[src/rtl/negate_add_sequencer.sv]
// negate_add_sequencer
//   Multi-cycle arithmetic controller built around one WIDTH-bit adder
//   (A + B + cin) with operand inversion. It sequences ADD, SUB, NEG, ABS
//   and unsigned shift-add MULU through that single adder.
//
// Handshake: start is taken only while busy=0 (state IDLE or DONE). On that
//   edge Ra/Rb/op are latched. busy is high while the operation runs. done
//   is high for exactly one cycle (state DONE), and the results are valid
//   then. A new start in the DONE cycle is accepted at once. A start while
//   busy is dropped and is not queued.
//
// Ports:
//   clk, reset    rising-edge clock, synchronous active-high reset
//   start, op     request and opcode (000 ADD, 001 SUB, 010 NEG, 011 ABS,
//                 100 MULU, others illegal)
//   Ra, Rb        operands
//   busy, done    status (busy in EXEC/ABS_FIX/MUL_ITER, done in DONE)
//   Rz, Rz_hi     result (Rz_hi is the MULU high half, 0 otherwise)
//   cout, ovf     adder carry-out and overflow flag
//   err           illegal opcode
module negate_add_sequencer #(
    parameter int WIDTH = 32
) (
    input  logic             clk,
    input  logic             reset,
    input  logic             start,
    input  logic [2:0]       op,
    input  logic [WIDTH-1:0] Ra,
    input  logic [WIDTH-1:0] Rb,
    output logic             busy,
    output logic             done,
    output logic [WIDTH-1:0] Rz,
    output logic [WIDTH-1:0] Rz_hi,
    output logic             cout,
    output logic             ovf,
    output logic             err
);

    localparam logic [2:0] OP_ADD  = 3'b000;
    localparam logic [2:0] OP_SUB  = 3'b001;
    localparam logic [2:0] OP_NEG  = 3'b010;
    localparam logic [2:0] OP_ABS  = 3'b011;
    localparam logic [2:0] OP_MULU = 3'b100;
    localparam int         CW      = $clog2(WIDTH + 1);

    typedef enum logic [2:0] {
        S_IDLE, S_EXEC, S_ABS_FIX, S_MUL_ITER, S_DONE
    } state_t;

    state_t           state;
    logic [2:0]       op_q;
    logic [WIDTH-1:0] ra_q;
    logic [WIDTH-1:0] rb_q;
    logic [WIDTH-1:0] acc_hi;
    logic [WIDTH-1:0] acc_lo;
    logic             abs_neg;
    logic [CW-1:0]    cnt;

    logic [WIDTH-1:0] add_a;
    logic [WIDTH-1:0] add_b;
    logic             add_cin;
    logic [WIDTH:0]   sum;
    logic             accept;

    assign busy   = (state == S_EXEC) || (state == S_ABS_FIX) || (state == S_MUL_ITER);
    assign done   = (state == S_DONE);
    assign accept = start && ((state == S_IDLE) || (state == S_DONE));

    // Operand steering for the one shared adder. Negation is ~x + 1, so it
    // reuses the adder with the inverted operand and cin=1.
    always_comb begin
        add_a   = ra_q;
        add_b   = '0;
        add_cin = 1'b0;
        case (state)
            S_EXEC: begin
                case (op_q)
                    OP_ADD: add_b = rb_q;
                    OP_SUB: begin
                        add_b   = ~rb_q;
                        add_cin = 1'b1;
                    end
                    OP_NEG: begin
                        add_a   = ~ra_q;
                        add_cin = 1'b1;
                    end
                    default: ;
                endcase
            end
            S_ABS_FIX: begin
                if (abs_neg) begin
                    add_a   = ~ra_q;
                    add_cin = 1'b1;
                end
            end
            S_MUL_ITER: begin
                add_a = acc_hi;
                add_b = acc_lo[0] ? ra_q : '0;
            end
            default: ;
        endcase
    end

    assign sum = {1'b0, add_a} + {1'b0, add_b} + {{WIDTH{1'b0}}, add_cin};

    always_ff @(posedge clk) begin
        if (reset) begin
            state   <= S_IDLE;
            op_q    <= '0;
            ra_q    <= '0;
            rb_q    <= '0;
            acc_hi  <= '0;
            acc_lo  <= '0;
            abs_neg <= 1'b0;
            cnt     <= '0;
            Rz      <= '0;
            Rz_hi   <= '0;
            cout    <= 1'b0;
            ovf     <= 1'b0;
            err     <= 1'b0;
        end else begin
            case (state)
                S_IDLE, S_DONE: begin
                    if (accept) begin
                        op_q <= op;
                        ra_q <= Ra;
                        rb_q <= Rb;
                        if (op == OP_MULU) begin
                            acc_hi <= '0;
                            acc_lo <= Rb;
                            cnt    <= '0;
                            state  <= S_MUL_ITER;
                        end else begin
                            state <= S_EXEC;
                        end
                    end else begin
                        state <= S_IDLE;
                    end
                end
                S_EXEC: begin
                    Rz_hi <= '0;
                    err   <= 1'b0;
                    state <= S_DONE;
                    case (op_q)
                        OP_ADD: begin
                            Rz   <= sum[WIDTH-1:0];
                            cout <= sum[WIDTH];
                            ovf  <= (ra_q[WIDTH-1] == rb_q[WIDTH-1]) &&
                                    (sum[WIDTH-1] != ra_q[WIDTH-1]);
                        end
                        OP_SUB: begin
                            Rz   <= sum[WIDTH-1:0];
                            cout <= sum[WIDTH];
                            ovf  <= (ra_q[WIDTH-1] != rb_q[WIDTH-1]) &&
                                    (sum[WIDTH-1] != ra_q[WIDTH-1]);
                        end
                        OP_NEG: begin
                            Rz   <= sum[WIDTH-1:0];
                            cout <= sum[WIDTH];
                            // Only 100..0 stays negative after negation.
                            ovf  <= ra_q[WIDTH-1] && sum[WIDTH-1];
                        end
                        OP_ABS: begin
                            abs_neg <= ra_q[WIDTH-1];
                            state   <= S_ABS_FIX;
                        end
                        default: begin
                            Rz   <= '0;
                            cout <= 1'b0;
                            ovf  <= 1'b0;
                            err  <= 1'b1;
                        end
                    endcase
                end
                S_ABS_FIX: begin
                    Rz    <= sum[WIDTH-1:0];
                    Rz_hi <= '0;
                    cout  <= sum[WIDTH];
                    ovf   <= abs_neg && sum[WIDTH-1];
                    err   <= 1'b0;
                    state <= S_DONE;
                end
                S_MUL_ITER: begin
                    // Step 0 is a settle step on the freshly loaded
                    // accumulator; steps 1..WIDTH each add Ra (if the
                    // multiplier LSB is set) and shift {carry,acc_hi,acc_lo}
                    // right by one.
                    cnt <= cnt + CW'(1);
                    if (cnt != '0) begin
                        acc_hi <= sum[WIDTH:1];
                        acc_lo <= {sum[0], acc_lo[WIDTH-1:1]};
                        if (cnt == CW'(WIDTH)) begin
                            Rz    <= {sum[0], acc_lo[WIDTH-1:1]};
                            Rz_hi <= sum[WIDTH:1];
                            cout  <= 1'b0;
                            ovf   <= |sum[WIDTH:1];
                            err   <= 1'b0;
                            state <= S_DONE;
                        end
                    end
                end
                default: state <= S_IDLE;
            endcase
        end
    end

endmodule

[config.mk]
export PLATFORM = sky130hd
export DESIGN_NAME = negate_add_sequencer
export DESIGN_NICKNAME = d
export VERILOG_FILES = /design/src/rtl/negate_add_sequencer.sv
export SDC_FILE = /design/constraint.sdc
export NUM_CORES = 1
export LEC_CHECK = 0
export ABC_AREA = 1
export CORE_MARGIN = 3
export CORE_UTILIZATION = 50
export DETAILED_ROUTE_END_ITERATION = 12
export PLACE_DENSITY = 0.79
export SYNTH_ARGS = -nofsm -noshare
export SYNTH_HDL_FRONTEND = slang
export SYNTH_SLANG_ARGS = --single-unit
[constraint.sdc]
create_clock -name clk -period 10.5 [get_ports clk]
set_input_delay 1.05 -clock clk [delete_from_list [all_inputs] [get_ports clk]]
set_output_delay 1.05 -clock clk [all_outputs]
set_load 0.05 [all_outputs]
# ---- Word-level counts from Yosys, hierarchy flattened
# Cells that the tools add are included.
dict set report word_totals {
  reg_bits 208
  output_inout_bits 69
  wordCells 106
  inputBits 70
}
dict set report op_classes {
  n_eq_ne 17
  reduce_logical 28
  muxes 43
  n_bitwise 2
  addsub 3
}
# cell count
set op_table {}
lappend op_table {{2-to-1 mux 32 bit} 13}
lappend op_table {{case mux 32 bit (2 select lines)} 6}
lappend op_table {{case mux 32 bit (3 select lines)} 2}
lappend op_table {{inverter 32 bit} 2}
lappend op_table {{adder 32 x 32 -> 33 bit} 1}
lappend op_table {{adder 33 x 1 -> 33 bit} 1}
lappend op_table {{OR reduction 32 bit} 1}
lappend op_table {{== test 3 x 2 -> 1 bit, second input constant} 4}
lappend op_table {{2-to-1 mux 3 bit} 4}
lappend op_table {{2-to-1 mux 6 bit} 2}
lappend op_table {{case mux 3 bit (4 select lines)} 1}
lappend op_table {{case mux 6 bit (2 select lines)} 1}
lappend op_table {{case mux 1 bit (3 select lines)} 3}
lappend op_table {{AND reduction 3 bit} 3}
lappend op_table {{AND reduction 4 bit} 2}
lappend op_table {{2-to-1 mux 1 bit} 7}
lappend op_table {{adder 6 x 1 -> 6 bit, second input constant} 1}
lappend op_table {{== test 3 x 1 -> 1 bit, second input constant} 2}
lappend op_table {{== test 3 bit, second input constant} 2}
lappend op_table {{== test 6 bit, second input constant} 1}
lappend op_table {{zero test 3 bit} 2}
lappend op_table {{inequality test 2 bit, second input constant} 3}
lappend op_table {{AND reduction 2 bit} 3}
lappend op_table {{nonzero test 6 bit} 1}
lappend op_table {{other kinds (13)} 25}

# ---- Longest topological paths before layout
dict set report depth {
  ltp_word 9
  ltp_mapped 28
  mapped_depth_nobuf 26
}

# ---- Worst setup path before layout
# Ideal clock, no wire load.
dict set report synth_timing {
  kind {register to register}
  from {register state[0]}
  to {register ovf}
  stages_incl_launch_ff 28
  synth_period_minus_slack_ns 3.979
  slack_ns 6.521
  setup_ns 0.120
  arrival_time_ns 3.859
  cell_sequence {dfxtp_1 -> nor2_1 -> nor2_1 -> inv_1 -> nor2_1 -> clkbuf_1 -> o211ai_1 -> o2111ai_1 -> ha_1 -> buf_4 -> nand2_1 -> nand2_1 -> inv_1 -> nand2_2 -> nand2_1 -> nand2_1 -> nand2_1 -> nand2_1 -> nand2_1 -> nand2_1 -> nand2_1 -> nand2_2 -> ha_1 -> a32o_1 -> nand2_1 -> nand3_1 -> inv_1 -> a21oi_1}
}
dict set report synth_between {
  elab_chain_cells 8
}
# item line
set synth_lines {}
lappend synth_lines {{start: declaration} 50} ;# state_t state;
lappend synth_lines {{start signal: assignment} 108} ;# state <= S_IDLE;
lappend synth_lines {{start signal: assignment} 132} ;# state <= S_MUL_ITER;
lappend synth_lines {{start signal: assignment} 134} ;# state <= S_EXEC;
lappend synth_lines {{== test 3 x 2 -> 1 bit / == test 3 x 1 -> 1 bit (equally long branches)} {75, 122}}
lappend synth_lines {{case mux 32 bit (3 select lines) / case mux 32 bit (2 select lines) (equally long branches)} 75} ;# case (state)
lappend synth_lines {{adder 32 x 32 -> 33 bit} 104} ;# assign sum = {1'b0, add_a} + {1'b0, add_b} + {{WIDTH{1'b0}}, add_cin};
lappend synth_lines {{adder 33 x 1 -> 33 bit} 104}
lappend synth_lines {{OR reduction 32 bit / inequality test 1 bit (equally long branches)} {196, 149, 155}}
lappend synth_lines {{2-to-1 mux 1 bit, or another cell as far along} 192} ;# if (cnt == CW'(WIDTH)) begin
lappend synth_lines {{2-to-1 mux 1 bit / case mux 1 bit (4 select lines) (equally long branches)} {189, 144}}
lappend synth_lines {{case mux 1 bit (3 select lines)} 122} ;# case (state)
lappend synth_lines {{end signal: assignment} 148} ;# ovf <= (ra_q[WIDTH-1] == rb_q[WIDTH-1]) &&
lappend synth_lines {{end signal: assignment} 179} ;# ovf <= abs_neg && sum[WIDTH-1];
lappend synth_lines {{end signal: assignment} 196} ;# ovf <= |sum[WIDTH:1];
lappend synth_lines {{end: declaration} 35} ;# output logic ovf,
# Parallel ways exist; a longest one is shown, timed or not. The select of a mux whose other input is x is not followed.
# A chain may end at the register's enable or synchronous reset.

# ---- Final worst setup path
dict set report layout_timing {
  from {register op_q[2]}
  to {register ovf}
}
dict set report layout_between {
  elab_chain_cells 9
}
# item line
set layout_lines {}
lappend layout_lines {{start: declaration} 51} ;# logic [2:0] op_q;
lappend layout_lines {{start signal: assignment} 125} ;# op_q <= op;
lappend layout_lines {{== test 3 x 1 -> 1 bit, or another cell as far along} {77, 144}}
lappend layout_lines {{case mux 32 bit (2 select lines), or another cell as far along} 77} ;# case (op_q)
lappend layout_lines {{case mux 32 bit (2 select lines), or another cell as far along} 75}
lappend layout_lines {{adder 32 x 32 -> 33 bit / case mux 1 bit (2 select lines) (equally long branches)} {104, 75}}
lappend layout_lines {{adder 33 x 1 -> 33 bit} 104}
lappend layout_lines {{OR reduction 32 bit / inequality test 1 bit (equally long branches)} {196, 149, 155}}
lappend layout_lines {{2-to-1 mux 1 bit, or another cell as far along} 192}
lappend layout_lines {{2-to-1 mux 1 bit / case mux 1 bit (4 select lines) (equally long branches)} {189, 144}}
lappend layout_lines {{case mux 1 bit (3 select lines)} 122}
# Parallel ways exist; a longest one is shown, timed or not. The select of a mux whose other input is x is not followed.

==> out/qor.yml <==
logic_synthesis:
  synth-simple-area-share_pct: 23.83
  ys.flop_type: "dfxtp_1"
  avgSynthCellArea_sq_um: 6.392
  netlist_instances: 1908
  syn_nets: 2014
  synth-seq-area-share_pct: 34.14
  synth.ff_latch_count: 208
  synth-xor-area-share_pct: 0.6464
  synth.cell_area_sq_um: 12200
  synthAdderAreaFrac_pct: 3.817
  ys_warn_count: 0
  synthArstFlopShare_pct: 0
  synth_top_family_by_area: "compound AO/OA/AOI/OAI gates"
  synth-compound-area-share_pct: 25.47
  synth_edf_count: 0
  synthMuxAreaShare_pct: 0
  yosysUniqueCellTypes: 43
worst_hold_path:
  hp-class: "flip-flop to flip-flop"
clocking:
  clkLatencyLatePin_ns: 0.51
  clock-root-buffer: "clkbuf_16"
  clock_path_buffers: 3
  holdBufCountCts: 0
  cts_buffers: 22
  cts_tree: "done"
  cts.htree.levels: 1
  post_cts_buffers: 0
  cts_sinks: 208
  cts_resized: 0
  path_clk_slew_ns: 0.06
worst_setup_path:
  crit_type: "flip-flop to flip-flop"
  crit_family: "simple AND/OR/NAND/NOR gates"
  critical-path-max-stage-delay_ns: 0.69
  rrSetupSlack_ns: 5.58
  worst-path-buf-inv: 4
  end_kind: "flip-flop"
  worst-path-max-fanout: 34
  start_kind: "flip-flop"
  cp_common_cell: "nand2_1"
  cp_slowest_cell: "nor2_2"
  arrival_ns: 5.33
  cp.required_ns: 10.90
grt:
  track_usage_pct: 30.89
  grt_max_degree: 104
  overflow: 0
  grt_pass1_vias: 12019
  grt_antenna_before_repair: 0
  grt_pass1_wl_um: 65250
floorplanning:
  start_util_pct: 51.34
  rows: 56
  fp.dieW_um: 162.2
  design.core.area_sq_um: 23750
  pin_count: 139
  dieArea_sq_um: 26300
  die_height_um: 162.2
detailed_routing:
  avgViaCountPerCell: 5.620
  highest_layer: "met4"
  vias: 12976
  drtIter0Drc: 1344
  antenna_left: 0
  drc: 0
  wl_per_cell_um: 17.95
  routed-wl-met2_um: 19080
  wl_met1_um: 16990
  wl_met3_um: 2980
  first_pass_iters: 9
  drt_wl_total_um: 41460
sta:
  tns_ns: 0
  hold_viol: 0
  finalClockSkew_ns: 0.01256
  fmax_mhz: 203.1
  slew_viol_final: 0
  worstMarginPinSlew_ns: 1.007
  setup_ws_ns: 5.577
  post-route-period-util_pct: 46.89
  relSlewSlack_pct: 32.62
  fin_crit_ns: 4.923
  rsz0062_at_grt: "no"
  setup_viol: 0
run_status:
  status: "finished, final reports clean"
place:
  place_congestion: 0.9596
  hpwl_um: 29680
  place_ws_ns: 5.720
  io_buffers: 138
layout:
  multi_input_area_sq_um: 6591
  final_cell_mix: "nand2_1, inv_1, dfxtp_1, o21ai_0, a21oi_1"
  fill_cells: 2260
  mostFrequentLayoutCell: "nand2_1"
  regArea_sq_um: 4164
  layout.nets: 2082
  area_growth_syn_to_layout_pct: 18.13
  drive_gt1_share_pct: 3.819
  antenna_cells: 0
power:
  p_leak_nw: 6.147
  power.density_nw_per_um2: 147.9
  finalPower_mw: 2.131
  vdd_drop_max_uv: 137.3
flow_run:
  maxCapViolCount: 0
[area by class of cell]
type | instances | share of cell area, %
multi-input cells | 1321 | 45.75
well taps | 319 | 2.771
clock buffers | 30 | 4.455
inverters | 269 | 7.052
repair buffers | 154 | 10.42
clock inverters | 8 | 0.6427
flip-flops and latches | 208 | 28.90
[synthesized netlist by cell type (5+ instances only)]
cell	number	area, sq um
nand2_1	512	1922
inv_1	263	987.2
dfxtp_1	208	4164
o21ai_0	206	1031
a21oi_1	166	830.8
nor2_1	116	435.4
clkbuf_1	77	289.0
nand3_1	64	320.3
a31oi_1	59	369.1
ha_1	34	425.4
o211ai_1	34	255.2
o22ai_1	31	193.9
o2111ai_1	30	262.8
buf_2	23	115.1
nor3_1	10	50.05
o21ai_1	10	50.05
buf_1	7	26.28
nand4_1	6	37.54
xor2_1	5	43.79
[logic make-up after synthesis]
logic type                 Yosys count
DFF                                208
adders and majority gates           36
AOI/OAI and AO/OA                  550
xor gates and xnor gates             9
and+or+nand+nor                    726
buffers and inverters              379
[metrics by stage]
| step | utilization (%) | hold WS [ns] | area [sq um] | cells |
|---|---|---|---|---|
| final | 60.65 | 0.4484 | 14410 | 2309 |
| after global routing | 60.65 | 0.4762 | 14410 | 2309 |
| after CTS | 60.65 | 0.4484 | 14410 | 2309 |
| after detailed placement | 57.56 | 0.4388 | 13670 | 2271 |
| after global placement | 57.56 | 0.4339 | 13670 | 2271 |
| after floorplan | - | 0.4237 | 12200 | 1908 |
[final timing paths]
kind,endpoint,cells past startpoint,start
worst max-delay path,ovf,26,op_q[2]
worst min-delay path,acc_lo[18],2,acc_lo[18]
worst max register to register,ovf,26,op_q[2]
worst min register to register,acc_lo[18],2,acc_lo[18]
[registers in the layout (all words and copies together) (netlist names)]
| name | flops |
|---|---|
| Rz | 32 |
| Rz_hi | 32 |
| acc_hi | 32 |
| acc_lo | 32 |
| ra_q | 32 |
| rb_q | 32 |
| cnt | 6 |
| op_q | 3 |
| state | 3 |
| abs_neg | 1 |
| cout | 1 |
| err | 1 |
| ovf | 1 |
[tightest hold or removal path, delay by kind of cell, from the launching register on]
kind	cells	cell delay, ns
flip-flops	1	0.31
buffers and inverters	1	0.05
AO/OA/AOI/OAI	1	0.05
[metal layers]
layer  GRT usage [%]  vias to the layer above
met3           4.208                      109
met5          0.7576                        -
met2           50.57                      543
li1                -                     6414
met4           16.01                        0
met1           39.75                     5910
[where the power goes]
part           leakage [nW]  internal, mW  switching (mW)
combinational          4.08         0.145           0.308
clock                 0.364         0.475           0.322
sequential             1.70         0.840          0.0407
No activity file was read; power rests on OpenSTA's default activity.
